<file path="src/rtl/mc_ctrl_pkg.sv">
// Shared definitions for the multi-cycle MIPS control unit: opcode/funct
// constants, FSM state encoding and the datapath mux/ALU select encodings.
package mc_ctrl_pkg;

  // Opcodes (IR[31:26])
  localparam logic [5:0] OP_RTYPE = 6'd0;
  localparam logic [5:0] OP_J     = 6'd2;
  localparam logic [5:0] OP_JAL   = 6'd3;
  localparam logic [5:0] OP_BEQ   = 6'd4;
  localparam logic [5:0] OP_BNE   = 6'd5;
  localparam logic [5:0] OP_ADDI  = 6'd8;
  localparam logic [5:0] OP_SLTI  = 6'd10;
  localparam logic [5:0] OP_LW    = 6'd35;
  localparam logic [5:0] OP_SW    = 6'd43;

  // R-type funct codes (IR[5:0])
  localparam logic [5:0] FN_JR  = 6'd8;
  localparam logic [5:0] FN_ADD = 6'd32;
  localparam logic [5:0] FN_SUB = 6'd34;
  localparam logic [5:0] FN_SLT = 6'd42;

  typedef enum logic [3:0] {
    S_RST, S_FETCH, S_DEC, S_EXR, S_WBR, S_EXI, S_WBI, S_MADR,
    S_MRD, S_MWB, S_MWR, S_BR, S_JMP, S_JAL, S_JR
  } state_e;

  typedef enum logic [1:0] {ALU_ADD = 2'd0, ALU_SUB = 2'd1, ALU_SLT = 2'd2} alu_op_e;
  typedef enum logic [1:0] {PC_ALU = 2'd0, PC_ALUOUT = 2'd1, PC_JUMP = 2'd2, PC_REG_A = 2'd3} pc_src_e;
  typedef enum logic [1:0] {DST_RT = 2'd0, DST_RD = 2'd1, DST_RA = 2'd2} reg_dst_e;
  typedef enum logic [1:0] {SRC_NONE = 2'd0, SRC_MDR = 2'd1, SRC_ALUOUT = 2'd2, SRC_PC = 2'd3} reg_src_e;
  typedef enum logic [1:0] {SRCB_B = 2'd0, SRCB_FOUR = 2'd1, SRCB_IMM = 2'd2, SRCB_IMM_SH2 = 2'd3} alu_src_b_e;

  // States that hold a memory access open until mem_ready
  function automatic logic is_wait_state(input state_e s);
    return (s == S_FETCH) || (s == S_MRD) || (s == S_MWR);
  endfunction

endpackage

</file>
<file path="src/rtl/mc_ctrl_alu_dec.sv">
// R-type funct decoder: maps funct to the ALU operation and flags
// functs the EXR state cannot execute.
module mc_ctrl_alu_dec
  import mc_ctrl_pkg::*;
(
  input  logic [5:0] func,
  output logic [1:0] alu_op,
  output logic       valid
);

  // funct -> ALU op; unknown functs leave the op at ADD and drop valid
  always_comb begin
    alu_op = ALU_ADD;
    valid  = 1'b0;
    case (func)
      FN_ADD: begin alu_op = ALU_ADD; valid = 1'b1; end
      FN_SUB: begin alu_op = ALU_SUB; valid = 1'b1; end
      FN_SLT: begin alu_op = ALU_SLT; valid = 1'b1; end
      default: begin alu_op = ALU_ADD; valid = 1'b0; end
    endcase
  end

endmodule

</file>
<file path="src/rtl/multicycle_controller.sv">
// Moore control FSM for the multi-cycle MIPS datapath, with a memory
// handshake watchdog. Optional performance counters are built when
// MC_CTRL_PERF_EN is defined; otherwise cycle_cnt/instr_cnt are tied to 0.
module multicycle_controller
  import mc_ctrl_pkg::*;
#(
  parameter int MEM_TIMEOUT = 15,
  parameter int CNT_W       = 32
) (
  input  logic             clk,
  input  logic             rst,
  input  logic [5:0]       op_code,
  input  logic [5:0]       func,
  input  logic             zero,
  input  logic             mem_ready,
  output logic             pc_we,
  output logic [1:0]       pc_src,
  output logic             ir_we,
  output logic             i_or_d,
  output logic             mem_read,
  output logic             mem_write,
  output logic             reg_write,
  output logic [1:0]       reg_dst,
  output logic [1:0]       reg_src,
  output logic             alu_src_a,
  output logic [1:0]       alu_src_b,
  output logic [1:0]       alu_op,
  output logic             illegal,
  output logic             bus_err,
  output logic [CNT_W-1:0] instr_cnt,
  output logic [CNT_W-1:0] cycle_cnt
);

  localparam int                WAIT_W     = (MEM_TIMEOUT < 1) ? 1 : $clog2(MEM_TIMEOUT + 1);
  localparam logic [WAIT_W-1:0] WAIT_LIMIT = WAIT_W'(MEM_TIMEOUT);
  localparam bit                TMO_EN     = (MEM_TIMEOUT != 0);

  state_e            state_q, state_d;
  logic [WAIT_W-1:0] wait_cnt_q, wait_cnt_d;
  // Set in DEC for BNE (invert zero in BR) and SW (MADR goes to MWR)
  logic              alt_sel_q, alt_sel_d;

  logic [1:0] exr_alu_op;
  logic       exr_valid;
  logic       timeout;

  mc_ctrl_alu_dec u_alu_dec (
    .func   (func),
    .alu_op (exr_alu_op),
    .valid  (exr_valid)
  );

  assign timeout = TMO_EN && is_wait_state(state_q) && !mem_ready && (wait_cnt_q == WAIT_LIMIT);

  // Next-state and Moore output decode; mem_ready/zero only gate the handshake and branch writes
  always_comb begin
    state_d    = state_q;
    wait_cnt_d = '0;
    alt_sel_d  = alt_sel_q;
    pc_we      = 1'b0;
    pc_src     = PC_ALU;
    ir_we      = 1'b0;
    i_or_d     = 1'b0;
    mem_read   = 1'b0;
    mem_write  = 1'b0;
    reg_write  = 1'b0;
    reg_dst    = DST_RT;
    reg_src    = SRC_NONE;
    alu_src_a  = 1'b0;
    alu_src_b  = SRCB_B;
    alu_op     = ALU_ADD;
    illegal    = 1'b0;
    bus_err    = 1'b0;
    case (state_q)
      S_RST: state_d = S_FETCH;
      S_FETCH: begin
        mem_read  = 1'b1;
        alu_src_b = SRCB_FOUR;
        if (mem_ready) begin
          ir_we   = 1'b1;
          pc_we   = 1'b1;
          state_d = S_DEC;
        end else if (timeout) begin
          bus_err = 1'b1;
          state_d = S_FETCH;
        end else begin
          wait_cnt_d = wait_cnt_q + WAIT_W'(1);
        end
      end
      S_DEC: begin
        alu_src_b = SRCB_IMM_SH2;
        alt_sel_d = (op_code == OP_BNE) || (op_code == OP_SW);
        case (op_code)
          OP_RTYPE:        state_d = (func == FN_JR) ? S_JR : S_EXR;
          OP_ADDI, OP_SLTI: state_d = S_EXI;
          OP_LW, OP_SW:    state_d = S_MADR;
          OP_BEQ, OP_BNE:  state_d = S_BR;
          OP_J:            state_d = S_JMP;
          OP_JAL:          state_d = S_JAL;
          default: begin
            illegal = 1'b1;
            state_d = S_FETCH;
          end
        endcase
      end
      S_EXR: begin
        alu_src_a = 1'b1;
        alu_op    = exr_alu_op;
        if (exr_valid) begin
          state_d = S_WBR;
        end else begin
          illegal = 1'b1;
          state_d = S_FETCH;
        end
      end
      S_WBR: begin
        reg_write = 1'b1;
        reg_dst   = DST_RD;
        reg_src   = SRC_ALUOUT;
        state_d   = S_FETCH;
      end
      S_EXI: begin
        alu_src_a = 1'b1;
        alu_src_b = SRCB_IMM;
        alu_op    = (op_code == OP_SLTI) ? ALU_SLT : ALU_ADD;
        state_d   = S_WBI;
      end
      S_WBI: begin
        reg_write = 1'b1;
        reg_dst   = DST_RT;
        reg_src   = SRC_ALUOUT;
        state_d   = S_FETCH;
      end
      S_MADR: begin
        alu_src_a = 1'b1;
        alu_src_b = SRCB_IMM;
        state_d   = alt_sel_q ? S_MWR : S_MRD;
      end
      S_MRD: begin
        mem_read = 1'b1;
        i_or_d   = 1'b1;
        if (mem_ready) begin
          state_d = S_MWB;
        end else if (timeout) begin
          bus_err = 1'b1;
          state_d = S_FETCH;
        end else begin
          wait_cnt_d = wait_cnt_q + WAIT_W'(1);
        end
      end
      S_MWB: begin
        reg_write = 1'b1;
        reg_dst   = DST_RT;
        reg_src   = SRC_MDR;
        state_d   = S_FETCH;
      end
      S_MWR: begin
        mem_write = 1'b1;
        i_or_d    = 1'b1;
        if (mem_ready) begin
          state_d = S_FETCH;
        end else if (timeout) begin
          bus_err = 1'b1;
          state_d = S_FETCH;
        end else begin
          wait_cnt_d = wait_cnt_q + WAIT_W'(1);
        end
      end
      S_BR: begin
        alu_src_a = 1'b1;
        alu_op    = ALU_SUB;
        pc_src    = PC_ALUOUT;
        pc_we     = alt_sel_q ? ~zero : zero;
        state_d   = S_FETCH;
      end
      S_JMP: begin
        pc_we   = 1'b1;
        pc_src  = PC_JUMP;
        state_d = S_FETCH;
      end
      S_JAL: begin
        pc_we     = 1'b1;
        pc_src    = PC_JUMP;
        reg_write = 1'b1;
        reg_dst   = DST_RA;
        reg_src   = SRC_PC;
        state_d   = S_FETCH;
      end
      S_JR: begin
        pc_we   = 1'b1;
        pc_src  = PC_REG_A;
        state_d = S_FETCH;
      end
      default: state_d = S_RST;
    endcase
  end

  // State, watchdog and latched opcode-select registers
  always_ff @(posedge clk) begin
    if (rst) begin
      state_q    <= S_RST;
      wait_cnt_q <= '0;
      alt_sel_q  <= 1'b0;
    end else begin
      state_q    <= state_d;
      wait_cnt_q <= wait_cnt_d;
      alt_sel_q  <= alt_sel_d;
    end
  end

`ifdef MC_CTRL_PERF_EN
  logic             retire;
  logic [CNT_W-1:0] cycle_cnt_q, cycle_cnt_d;
  logic [CNT_W-1:0] instr_cnt_q, instr_cnt_d;

  // An instruction retires when control returns to FETCH normally
  assign retire = (state_d == S_FETCH) && (state_q != S_RST) && (state_q != S_FETCH)
                  && !illegal && !bus_err;

  // Free-running cycle count and retired-instruction count, both wrapping
  always_comb begin
    cycle_cnt_d = cycle_cnt_q + CNT_W'(1);
    instr_cnt_d = instr_cnt_q + (retire ? CNT_W'(1) : CNT_W'(0));
  end

  // Counter registers
  always_ff @(posedge clk) begin
    if (rst) begin
      cycle_cnt_q <= '0;
      instr_cnt_q <= '0;
    end else begin
      cycle_cnt_q <= cycle_cnt_d;
      instr_cnt_q <= instr_cnt_d;
    end
  end

  assign cycle_cnt = cycle_cnt_q;
  assign instr_cnt = instr_cnt_q;
`else
  assign cycle_cnt = '0;
  assign instr_cnt = '0;
`endif

endmodule

</file>
<file path="config.mk">
export PLATFORM = sky130hd
export DESIGN_NAME = multicycle_controller
export DESIGN_NICKNAME = d
export VERILOG_FILES = /design/src/rtl/mc_ctrl_pkg.sv /design/src/rtl/mc_ctrl_alu_dec.sv /design/src/rtl/multicycle_controller.sv
export SDC_FILE = /design/constraint.sdc
export NUM_CORES = 1
export LEC_CHECK = 0
export ABC_AREA = 1
export CAP_MARGIN = 25
export CORE_ASPECT_RATIO = 0.5
export CORE_UTILIZATION = 36
export DETAILED_ROUTE_END_ITERATION = 16
export HOLD_SLACK_MARGIN = 0.05
export PLACE_DENSITY = 0.79
export SLEW_MARGIN = 40
export SYNTH_ARGS = -nofsm -noshare
export SYNTH_HDL_FRONTEND = slang
export SYNTH_HIERARCHICAL = 1
export SYNTH_SLANG_ARGS = --single-unit
export TNS_END_PERCENT = 50
</file>
<file path="constraint.sdc">
create_clock -name clk -period 1.5 [get_ports clk]
set_input_delay 0.3 -clock clk [delete_from_list [all_inputs] [get_ports clk]]
set_output_delay 0.3 -clock clk [all_outputs]
set_load 0.02 [all_outputs]
</file>
* Yosys cells after proc, flatten, opt, wreduce, memory -nomap -nowiden
Cells that the tools add are included.
Storage, ports and cells: register bits 9, latch bits 0, bits in writable memories 0, bits in read-only memories 0, input port bits 16, output and inout bits 83, word-level logic and storage cells 89, memories 0
Cells by class: add/subtract/negate cells 1, $mul 0, div/mod/pow operators 0, magnitude comparators 0, eq/ne operators 27, shifts and indexed selects 0, multiplexer cells 32, bitwise operators 2, reduce and logical (&&, ||, !) cells 24
Operators by type and width (number):
- == test 4 bit, second input constant | 8
- case mux 4 bit (8 select lines) | 1
- == test 6 bit, second input constant | 5
- case mux 2 bit (3 select lines) | 4
- case mux 4 bit (6 select lines) | 1
- two-way mux 4 bit | 5
- == test 6 x 4 -> 1 bit, second input constant | 3
- == test 4 x 3 -> 1 bit, second input constant | 4
- OR reduction 2 bit | 8
- two-way mux 1 bit | 14
- == test 6 x 2 -> 1 bit, second input constant | 2
- == test 6 x 3 -> 1 bit, second input constant | 2
- OR reduction 4 bit | 3
- OR reduction 3 bit | 3
- OR reduction 9 bit | 1
- == test 4 x 2 -> 1 bit, second input constant | 2
- case mux 2 bit (2 select lines) | 2
- OR reduction 8 bit | 1
- logical NOT 6 bit | 1
- adder 4 x 1 -> 4 bit, second input constant | 1
- == test 4 x 1 -> 1 bit, second input constant | 1
- logical NOT 4 bit | 1
- two-way mux 2 bit | 2
- logical OR 1 bit | 3
- other kinds (6) | 8

* Depth between registers and ports, before layout
word-level depth 8, gate-level depth with buffers 12, gate-level depth less buffers 12

* By module
The synthesis kept the hierarchy.
Modules (own cells, without submodules):
- multicycle_controller | instances 1, cells each 218, area an instance 1340.0 um2, sequential area each 180.2 um2
- mc_ctrl_alu_dec | instances 1, cells each 15, area an instance 63.8 um2, sequential area each 0.0 um2

* Worst setup path before layout
No wires, ideal clock.
kind register to output, from register state_q[3], to output port pc_we, arrival 1566 ps, data required time 1200 ps, setup slack -366 ps, stages on the path, launching flop included 5, path buffers 0, path through dfxtp_1 -> inv_2 -> nor2_2 -> inv_1 -> o311ai_0
On the way: longest elaborated chain between the ends 3, elaborated cells on any way between the ends 7, classes of those cells eq/ne (5); mux (1); reduce/logical (1)
Ends and longest elaborated chain:
- from (decl) | RTL line multicycle_controller.sv:38 | state_e state_q, state_d;
- from (signal assigned) | RTL line multicycle_controller.sv:205 | state_q <= state_d;
- == test 4 bit | RTL line multicycle_controller.sv:74 | case (state_q)
- OR reduction 3 bit (no source line)
- case mux 1 bit (3 select lines) (*) | RTL line multicycle_controller.sv:74
- to (decl) | RTL line multicycle_controller.sv:16 | output logic pc_we,
Mark *: on every way between the ends. The rest lies on a longest branch, timed or not.

* Final worst setup path
from register state_q[2], to output port alu_op[1]
On the way: longest elaborated chain between the ends 2, elaborated cells on any way between the ends 4, classes of those cells eq/ne (3); mux (1)
Ends and longest elaborated chain:
- == test 4 bit, or another cell as far along | RTL line multicycle_controller.sv:74
- case mux 2 bit (3 select lines) (*) | RTL line multicycle_controller.sv:74
- to (decl) | RTL line multicycle_controller.sv:27 | output logic [1:0] alu_op,
Marks and branches as above.

==> key figures <==
Die
  • Core area: approximately 3600 sq um
  • Die H: 46.2 microns
  • IO Pins: 99
  • Die X-Extent: 90.3 microns
  • Starting Density: between 30 and 40%
  • DIE AREA: 4170 sq um
  • FP Rows: 15

Yosys
  • Area leader, netlist: buf_4
  • Post-synthesis async set-or-reset flop share: 0%
  • Sequential area share after synthesis: 12.8%
  • Mux share of post-synthesis cell area: 0%
  • EDFF count, synth: 0
  • Synth warn: 6
  • Largest family of logic cells by synthesized area: buffers and inverters
  • Synthesized area: about 1400 sq um
  • Share of the synthesized area in the top cell type: 34.8%
  • Adder-Cell Fraction of Synth Area: less than 1%
  • Synth Area in Simple Gates: 32.7%
  • Compound-gate portion of the synthesized area: 7.31%
  • Synth Instances: roughly 230
  • Synth cell types: 26
  • Syn avg cell area: 6.03 sq um
  • XOR/XNOR share of the synthesized area: 1.87%
  • Largest cells by area after synthesis: buf_4 (35%), dfxtp_1 (13%), nand2_1 (9.9%)
  • Ys flop type: dfxtp_1
  • Yosys reg bits: 9

Finish
  • P&R area growth vs syn: 47.9%
  • Nets: 335
  • Post-layout util: between 50 and 60%
  • Antenna cells: 0
  • Layout cells sized above 1: 43.2%

STA
  • Final period util: 112%
  • Final slew viol count: 0
  • Worst Clk Skew: 0.00379 ns
  • Fin crit period: 1.68 ns
  • Fin. Hold Viols: 0
  • Final setup fails: 9
  • RSZ-0062 raised after global routing: true
  • Peak Freq: 0.594 GHz
  • Final Worst Setup Slack: -0.184 ns

GRT
  • First-pass GRT wire length: 5.31 mm
  • Antenna violations before repair: 0
  • Number of global-route vias before repair: 1,237
  • GRT Residual Overflow: 0
  • GRT Total Usage: 16.2%
  • Largest net degree at the start of global routing: 7

Drt
  • First-pass detailed-route iteration total: 4
  • Routed WL: around 3.5 mm
  • DRC: 0
  • DRC marker count from the first detailed-route iteration: 57
  • WL per Instance: 9.38 microns
  • Vias: 1,509
  • Routed vias/inst: 4.10
  • Final ANT Viol Nets: 0

Outcome
  • Outcome: finished with violations
  • Violated checks: negative setup slack

Clock tree
  • Clock tree sinks: 9
  • Max Root-Sink Buffers: 2
  • Root Buffer: clkbuf_8
  • H-tree depth: 1
  • Clk_lat worst skew: 0.23 ns
  • CTS Hold Bufs: 0
  • Reg clk slew, reported paths: 0.05 ns
  • CTS tree: yes
  • CTS Buf Count: 3

Pwr
  • P per Cell Area: 564 nW/um^2
  • Worst-case vdd ir drop: 0.237 mV
  • Lkg Pwr: ~1.2 nW

Setup path
  • Worst EP required: 1.20 ns
  • Kind of critical path: register to primary output
  • Setup crit end kind: primary output
  • Crit path max fanout: 3
  • Worst setup SP type: register
  • R2r setup slk: -0.02 ns
  • CP arrival: 1.38 ns

Worst hold path
  • HP Class: register to register

Placement
  • Port bufs: 34
  • Pre-CTS worst setup slack: -0.883 ns
  • GP Congestion: 0.895
  • DP Wirelength: 2.77 mm

Flow run
  • Max Cap Viol: 0
## final cells by class
type	count	area, sq um
timing repair buffer	82	658
inverter	35	136
fill	325	1510
tap	51	63.8
clock buffer	4	45.0
multi-input combinational	187	978
sequential	9	195
## registers in the layout (all words and copies together) (netlist names)
name,cells
wait_cnt_q,4
state_q,4
alt_sel_q,1
## repair_timing
action	in CTS	in global routing
setup buffers	0	4
endpoints found under the hold margin	0	0
cloned	0	0
setup endpoints to repair	22	21
gates resized for setup	159	36
pin swaps	13	11
## placed cells by master (no fill, tap or decap), types with 3 or more instances in the layout
| cell type | Yosys | final |
|---|---|---|
| buf_4 | 65 | 52 |
| dfxtp_1 | 9 | 5 |
| inv_2 | 4 | 11 |
| inv_1 | 31 | 22 |
| nand3_2 | 1 | 6 |
| dfxtp_4 | 0 | 4 |
| nand3_1 | 15 | 10 |
| nand2_4 | 2 | 4 |
| o21ai_0 | 7 | 5 |
| buf_6 | 0 | 11 |
| nand2_2 | 3 | 13 |
| a21oi_1 | 3 | 3 |
| nor2_2 | 5 | 10 |
| nor2_4 | 1 | 4 |
| dlygate4sd2_1 | 0 | 3 |
| nor2_1 | 33 | 25 |
| clkdlybuf4s15_1 | 0 | 3 |
| nand2_1 | 37 | 25 |
| conb_1 | 1 | 64 |
| buf_2 | 0 | 7 |
| clkbuf_8 | 0 | 3 |
## where the power goes
part           switching (mW)  total [mW]  internal [mW]
clock network          0.0981       0.284          0.185
registers              0.0222       0.274          0.252
logic                   0.382       0.614          0.232
total                   0.502        1.17          0.669
## final timing paths
kind / start / to / depth (start not counted)
hold reg to reg: wait_cnt_q[0] / wait_cnt_q[0] / 2
setup reg to reg: state_q[2] / state_q[3] / 14
hold / removal: wait_cnt_q[0] / wait_cnt_q[0] / 2
setup / recovery: state_q[2] / alu_op[1] / 7
## critical path, cell delays in order (launching register included)
cell and delay [ns]:
dfxtp_4 0.38, inv_4 0.04, nor2_2 0.10, inv_1 0.09, nor2_2 0.11, inv_1 0.07, o31ai_2 0.18, buf_4 0.18
## metrics by stage
stage | setup TNS, ns | instance area [sq um] | std cells | power (mW) | hold slack, ns
finish | -0.764 | 2080 | 368 | 1.17 | 0.518
global route | -1.75 | 2080 | 368 | 1.24 | 0.548
CTS | -0.518 | 1970 | 364 | 1.12 | 0.515
detailed placement | -8.50 | 1890 | 360 | 0.826 | 0.509
global placement | -7.97 | 1890 | 360 | 0.815 | 0.499
floorplan | -0.132 | 1650 | 296 | 0.729 | 0.369
## Yosys cell counts, types with 3 or more instances
| cell | number |
|---|---|
| nand3_1 | 15 |
| a21oi_1 | 3 |
| inv_2 | 4 |
| nor2_1 | 33 |
| nor2_2 | 5 |
| buf_4 | 65 |
| nor3_1 | 3 |
| dfxtp_1 | 9 |
| nand2_1 | 37 |
| nand2_2 | 3 |
| inv_1 | 31 |
| o21ai_0 | 7 |
## per-layer routing
metal	vias to the layer above	global-route usage [%]	share of wire, %
met5	-	0	0
met3	5	1.65	5.4
met2	79	32.1	49
li1	760	-	-
met1	665	19.5	44
met4	0	4.52	1.2
## cell families (layout without fill, tap and decap cells)
kind of cell,count (synthesis),count (layout)
xor+xnor,3,3
compound gates,17,17
other cells,1,64
fa+ha+maj,1,1
simple gates,102,102
flops,9,9
buf+inv,100,121
No activity file was read; power rests on OpenSTA's default activity.
